==> src/rtl/ex_logic_stage.sv <==
// Two-stage logic-unit EX pipeline: S1 latches the operation, S2 latches the result.
// Valid/ready handshake on both sides, flush and reset discard in-flight work.
module ex_logic_stage #(
    parameter int unsigned WIDTH = 32
) (
    input  logic             clk,
    input  logic             rst,
    input  logic             in_valid,
    output logic             in_ready,
    input  logic [2:0]       op,
    input  logic [WIDTH-1:0] A,
    input  logic [WIDTH-1:0] B,
    input  logic [4:0]       rd,
    input  logic             flush,
    output logic             out_valid,
    input  logic             out_ready,
    output logic [WIDTH-1:0] Out,
    output logic [4:0]       out_rd,
    output logic             out_zero,
    output logic [15:0]      retired
);

    typedef enum logic [2:0] {
        OpAnd  = 3'b000,
        OpOr   = 3'b001,
        OpXor  = 3'b010,
        OpNor  = 3'b011,
        OpLui  = 3'b100,
        OpPassA = 3'b101,
        OpPassB = 3'b110,
        OpRsvd = 3'b111
    } op_e;

    logic             s1_valid_q;
    logic [2:0]       s1_op_q;
    logic [WIDTH-1:0] s1_a_q;
    logic [WIDTH-1:0] s1_b_q;
    logic [4:0]       s1_rd_q;

    logic             s2_valid_q;
    logic [WIDTH-1:0] out_q;
    logic [4:0]       out_rd_q;
    logic             out_zero_q;
    logic [15:0]      retired_q;

    logic             in_xfer;
    logic             out_xfer;
    logic             s1_adv;
    logic [WIDTH-1:0] result;

    always_comb begin
        out_xfer = s2_valid_q && out_ready;
        s1_adv   = s1_valid_q && (!s2_valid_q || out_ready);
        in_ready = !rst && (!s1_valid_q || s1_adv);
        in_xfer  = in_valid && in_ready;
    end

    always_comb begin
        result = '0;
        unique case (op_e'(s1_op_q))
            OpAnd:   result = s1_a_q & s1_b_q;
            OpOr:    result = s1_a_q | s1_b_q;
            OpXor:   result = s1_a_q ^ s1_b_q;
            OpNor:   result = ~(s1_a_q | s1_b_q);
            OpLui:   result = {s1_b_q[15:0], {(WIDTH-16){1'b0}}};
            OpPassA: result = s1_a_q;
            OpPassB: result = s1_b_q;
            OpRsvd:  result = '0;
            default: result = '0;
        endcase
    end

    // Flush only kills the valid bits; data registers are don't-care while invalid.
    always_ff @(posedge clk) begin
        if (rst) begin
            s1_valid_q <= 1'b0;
            s1_op_q    <= '0;
            s1_a_q     <= '0;
            s1_b_q     <= '0;
            s1_rd_q    <= '0;
        end else if (flush) begin
            s1_valid_q <= 1'b0;
        end else if (in_xfer) begin
            s1_valid_q <= 1'b1;
            s1_op_q    <= op;
            s1_a_q     <= A;
            s1_b_q     <= B;
            s1_rd_q    <= rd;
        end else if (s1_adv) begin
            s1_valid_q <= 1'b0;
        end
    end

    always_ff @(posedge clk) begin
        if (rst) begin
            s2_valid_q <= 1'b0;
            out_q      <= '0;
            out_rd_q   <= '0;
            out_zero_q <= 1'b0;
        end else if (flush) begin
            s2_valid_q <= 1'b0;
        end else if (s1_adv) begin
            s2_valid_q <= 1'b1;
            out_q      <= result;
            out_rd_q   <= s1_rd_q;
            out_zero_q <= (result == '0);
        end else if (out_xfer) begin
            s2_valid_q <= 1'b0;
        end
    end

    always_ff @(posedge clk) begin
        if (rst) begin
            retired_q <= '0;
        end else if (out_xfer && !flush) begin
            retired_q <= retired_q + 16'd1;
        end
    end

    assign out_valid = s2_valid_q;
    assign Out       = out_q;
    assign out_rd    = out_rd_q;
    assign out_zero  = out_zero_q;
    assign retired   = retired_q;

endmodule

==> config.mk <==
export PLATFORM = sky130hd
export DESIGN_NAME = ex_logic_stage
export DESIGN_NICKNAME = d
export VERILOG_FILES = /design/src/rtl/ex_logic_stage.sv
export SDC_FILE = /design/constraint.sdc
export NUM_CORES = 1
export LEC_CHECK = 0
export CAP_MARGIN = 20
export CORE_MARGIN = 2
export CORE_UTILIZATION = 54
export DETAILED_ROUTE_END_ITERATION = 12
export GPL_TIMING_DRIVEN = 0
export PLACE_DENSITY = 0.82
export REMOVE_ABC_BUFFERS = 1
export SLEW_MARGIN = 20
export SYNTH_ARGS = -nofsm -noshare
export SYNTH_HDL_FRONTEND = slang
export SYNTH_SLANG_ARGS = --single-unit
==> constraint.sdc <==
create_clock -name clk -period 2.21 [get_ports clk]
set_input_delay 0.221 -clock clk [delete_from_list [all_inputs] [get_ports clk]]
set_output_delay 0.221 -clock clk [all_outputs]
set_load 0.02 [all_outputs]
Yosys cells after proc, flatten, opt, wreduce, memory -nomap -nowiden
Index checks and enable logic that the tools add are counted.
{"block": "word_totals", "n_memories": 0, "input_bits": 77, "rom_bits": 0, "latch_bits": 0, "ram_bits": 0, "ff_bits": 128}
{"block": "op_classes", "n_addsub": 1, "shift": 0, "n_eq_ne": 7, "multipliers": 0, "n_bitwise": 5, "div": 0, "n_mux": 5, "n_reduce_logical": 18, "order_cmp": 0}
{"operator": "$pmux W32 S8", "count": 1}
{"operator": "$and A32 B32 Y32", "count": 1}
{"operator": "$logic_not A32 Y1", "count": 1}
{"operator": "$not A32 Y32", "count": 1}
{"operator": "$or A32 B32 Y32", "count": 1}
{"operator": "$xor A32 B32 Y32", "count": 1}
{"operator": "$add A16 B1 Y16 const B", "count": 1}
{"operator": "$eq A3 B3 Y1 const B", "count": 4}
{"operator": "$eq A3 B2 Y1 const B", "count": 2}
{"operator": "$logic_and A1 B1 Y1", "count": 5}
{"operator": "$logic_not A1 Y1", "count": 4}
{"operator": "$mux W1", "count": 4}
{"operator": "$reduce_and A2 Y1", "count": 2}
{"operator": "$reduce_bool A2 Y1", "count": 2}
{"operator": "$eq A3 B1 Y1 const B", "count": 1}
{"operator": "$logic_not A3 Y1", "count": 1}
{"operator": "$logic_or A1 B1 Y1", "count": 2}
{"operator": "$reduce_or A2 Y1", "count": 1}
{"operator": "$not A1 Y1", "count": 1}

Longest topological paths before layout
{"block": "depth", "depth_word": 7, "mapped_depth": 11, "depth_no_buf": 9}

Worst setup path after synthesis
No wires, ideal clock.
{"block": "synth_timing", "path_kind": "register to register", "start": "reg s1_a_q[29]", "end": "reg out_zero_q (netlist: out_zero)", "synth_period_minus_slack_ns": 1.928, "setup_slack_ns": 0.282, "setup_time_ns": 0.087, "path_stages_with_launch": 9, "arrival_ns": 1.841, "cell_sequence": "dfxtp_1 inv_1 ha_1 mux2_2 a221oi_2 o21ai_1 nor4_2 nand4_1 o31ai_1"}
{"block": "synth_via", "elab_chain_cells": 4, "elab_cells_between_ends": 6}
{"element": "from (decl)", "line": "36", "text": "logic [WIDTH-1:0] s1_a_q;"}
{"element": "from (signal assigned)", "line": "78", "text": "s1_a_q <= '0;"}
{"element": "from (signal assigned)", "line": "86", "text": "s1_a_q <= A;"}
{"element": "$or A32 B32 Y32", "line": "62, 64"}
{"element": "$not A32 Y32", "line": "64", "text": "OpNor: result = ~(s1_a_q | s1_b_q);"}
{"element": "$pmux W32 S8 (*)", "line": "60", "text": "unique case (op_e'(s1_op_q))"}
{"element": "$logic_not A32 Y1 (*)", "line": "106", "text": "out_zero_q <= (result == '0);"}
{"element": "to (signal assigned)", "line": "106"}
{"element": "to (decl)", "line": "43", "text": "logic out_zero_q;"}
Mark *: on every way between the ends. The rest lies on a longest branch, timed or not.
A chain may end at the register's enable or synchronous reset.

Worst setup path after layout
{"block": "layout_timing", "start": "reg s1_op_q[1]", "end": "reg out_zero_q (netlist: out_zero)"}
{"block": "layout_via", "elab_chain_cells": 3, "elab_cells_between_ends": 10}
{"element": "from (decl)", "line": "35", "text": "logic [2:0] s1_op_q;"}
{"element": "from (signal assigned)", "line": "85", "text": "s1_op_q <= op;"}
{"element": "$eq A3 B3 Y1, or another cell as far along", "line": "60"}
{"element": "$pmux W32 S8 (*)", "line": "60"}
{"element": "$logic_not A32 Y1 (*)", "line": "106"}
Marks and branches as above.

==> results.cfg <==
[synthesis]
ys_warn_count = 0
syn_area_mm2 = 0.00749
netlist_top_cells_area = dfxtp_1 (34%), ha_1 (11%), nand2_1 (10%)
async_reset_ff_frac = 0
synth.top_cell.area_share = 0.342
synth_flop_cell = dfxtp_1
synthTopCellsByCount = nand2_1 (209), dfxtp_1 (128), a21oi_1 (114)
synth.avg_cell_area_um2 = 7.77
yosysMostFrequentCell = nand2_1
syn_inst = 963
ys_seq_elements = 128
synth_top_area_cell = dfxtp_1
synth-edff-count = 0
yosysUniqueCellTypes = 63
ys_seq_area_frac = 0.342

[floorplan]
row_count = 43
num_io_pins = 133
initial_core_util = 0.546
die_h_um = 122
die_area_mm2 = 0.0148
die_w_um = 122
core_area_mm2 = 0.0137

[power]
p_clk_frac = 0.478
net-switching-power_mw = 1.47
swShare = 0.243
ir_drop_mv = 0.477
power.density_mw_per_mm2 = 612
combinationalPowerShare = 0.120
p_seq_frac = 0.402
p_int_mw = 4.57
p_leak_nw = 3.62

[routing]
wl_per_cell_um = 16.3
drc_errors = 0
final_antenna_net_count = 0
via_per_inst = 5.56
drt_wl_total_um = 20700
vias = 7060
first_iter_violations = 577
firstDrtPassIters = 7

[sta]
finalMaxSlewViolations = 0
hold_viol = 0
finalCritPeriodShare = 0.971
max_slew.worst_pin.slew_ns = 0.772
layout_setup_ws_ns = 0.0636
finClkSkew_ns = 0.00768
hold_ws_ns = 0.187
slew-limit-headroom = 0.485
fmax_mhz = 466
period_needed_ns = 2.15
setup_viol = 0
rsz0062_at_grt = true

[critical_path]
ff2ff_setup_slack_ns = 0.06
cp_cell_sequence = buf_12 > and2b_4 > a22o_1 > a221oi_2 > o21ai_2 > nor4_2 > nand4_1 > o31ai_1
cp-end-kind = register
critPathSlowestCell = dfxtp_4
criticalPathCategory = register to register
startpoint_type = register
cpPeakStageDelay_ns = 0.42
critPathRequiredTime_ns = 2.54
cp_max_fo = 9
cp.arrival_ns = 2.48

[global_route]
grt_pass1_wl_um = 32100
grt.total_usage = 0.273
grt_overflow = 0
grt_antenna_before_repair = 0
grt_max_degree = 79
grt_pass1_vias = 6683

[clocking]
numCtsBuffers = 17
clock_sinks = 128
clock_latency_ns = 0.42
htree_num_levels = 4
clock_path_buffers = 2
path_clk_slew_ns = 0.06
cts_tree = done
cts-root-buf = clkbuf_16

[place]
gp_congestion = 0.771
dp_hpwl_um = 12400
pre_cts_ws_ns = -0.662
portBuffers = 132

[flow_run]
drv_cap = 0

[finish]
nNetsFinal = 1219
drive_gt1_frac = 0.0891
postLayoutCoreUtil = 0.719
syn_to_final_growth_pct = 31.7
antenna_cells = 0
fillCellCount = 1077

[worst_hold_path]
hold_class = input pin to register

[status]
outcome = finished clean
-- cell usage in the layout, fill, tap and decap left out, drive strengths merged, types with 3 or more instances in the layout --
master	n
a221oi	14
xor2	17
clkinv	3
clkdlybuf4s50	131
a21oi	114
o2bb2ai	6
or3	4
ha	65
a32oi	5
clkinvlp	4
nand4	7
o211ai	9
o22ai	3
o221ai	5
mux2	3
nor3b	3
nor3	4
and3	10
nor2b	9
nand3	5
buf	27
nor4	3
a32o	3
a22oi	5
nor2	63
inv	77
clkbuf	22
o21ai	30
dfxtp	128
a211oi	13
bufinv	3
mux2i	38
nand2	209
nand2b	15
xnor2	3
-- power groups by stage --
| stage | Sequential, mW | Clock, mW | Combinational (mW) |
|---|---|---|---|
| floorplan | 2.49 | 0 | 0.307 |
| global placement | 2.50 | 0 | 0.601 |
| detailed placement | 2.48 | 0 | 0.639 |
| CTS | 2.42 | 2.90 | 0.685 |
| global route | 2.43 | 3.01 | 0.791 |
| finish | 2.43 | 2.88 | 0.726 |
-- final cells by class --
cell class,instances,area (um^2),share of cell area
Multi-Input combinational cell,692,4460,0.452
Clock buffer,21,470,0.0477
Timing Repair Buffer,161,1710,0.173
Clock inverter,10,135,0.0137
Sequential cell,128,2580,0.261
Tap cell,180,225,0.0228
Inverter,77,289,0.0293
-- final timing paths --
path,startpoint,end,cells after the start
worst min register to register,Out[18]$_SDFFE_PP0P_,Out[18]$_SDFFE_PP0P_,2
worst max register to register,s1_op_q[1]$_SDFFE_PP0P_,out_zero$_SDFFE_PP0P_,8
worst min-delay path,rst,Out[27]$_SDFFE_PP0P_,2
worst max-delay path,s1_op_q[1]$_SDFFE_PP0P_,out_zero$_SDFFE_PP0P_,8
-- sequential cells by signal, indices dropped and copies added, names as in the netlist --
signal,count
out_valid,1
out_rd,5
retired,16
s1_op_q,3
s1_valid_q,1
out_zero,1
Out,32
s1_b_q,32
s1_rd_q,5
s1_a_q,32
-- worst max-delay path, delay by kind of cell (launching register included) --
family	cells	cell delay, ns
buffers and inverters	1	0.14
AO/OA/AOI/OAI	4	0.86
flip-flops	1	0.42
AND/OR/NAND/NOR	3	0.63
-- cells by family (layout without fill, tap and decap cells) --
family,Yosys count,in the layout,share of synthesized area
DFF,128,128,0.342
adders and majority gates,65,65,0.109
and+or+nand+nor,342,343,0.199
AOI/OAI and AO/OA,222,222,0.183
buffers and inverters,144,269,0.0856
muxes,42,42,0.0583
xor gates and xnor gates,20,20,0.0234
-- per-layer routing --
metal / track usage / vias up / share of wire / wire length (um)
li1: - / 3488 / - / -
met1: 0.327 / 3304 / 0.42 / 8790
met2: 0.475 / 223 / 0.49 / 10200
met3: 0.0599 / 45 / 0.055 / 1140
met4: 0.104 / 0 / 0.027 / 552
met5: 0 / - / 0 / 0
-- stage by stage --
step / instance area [um^2] / total power [mW] / cells / TNS, ns
2_1_floorplan: 7140 / 2.80 / 896 / -58.37
3_3_place_gp: 8680 / 3.10 / 1208 / -517.28
3_5_place_dp: 8840 / 3.12 / 1216 / -1.37
4_1_cts: 9650 / 6.01 / 1256 / 0
5_1_grt: 9860 / 6.23 / 1269 / -0.0520
6_report: 9860 / 6.04 / 1269 / 0
-- timing repair --
item | 4_1_cts | 5_1_grt
hold endpoints to repair | 0 | 0
endpoints found under the setup margin | 4 | 1
pin swaps | 0 | 7
hold buffers | 0 | 0
setup buffers | 7 | 11
gates cloned | 2 | 2
resized for setup | 18 | 12
(Power assumes the default switching activity.)
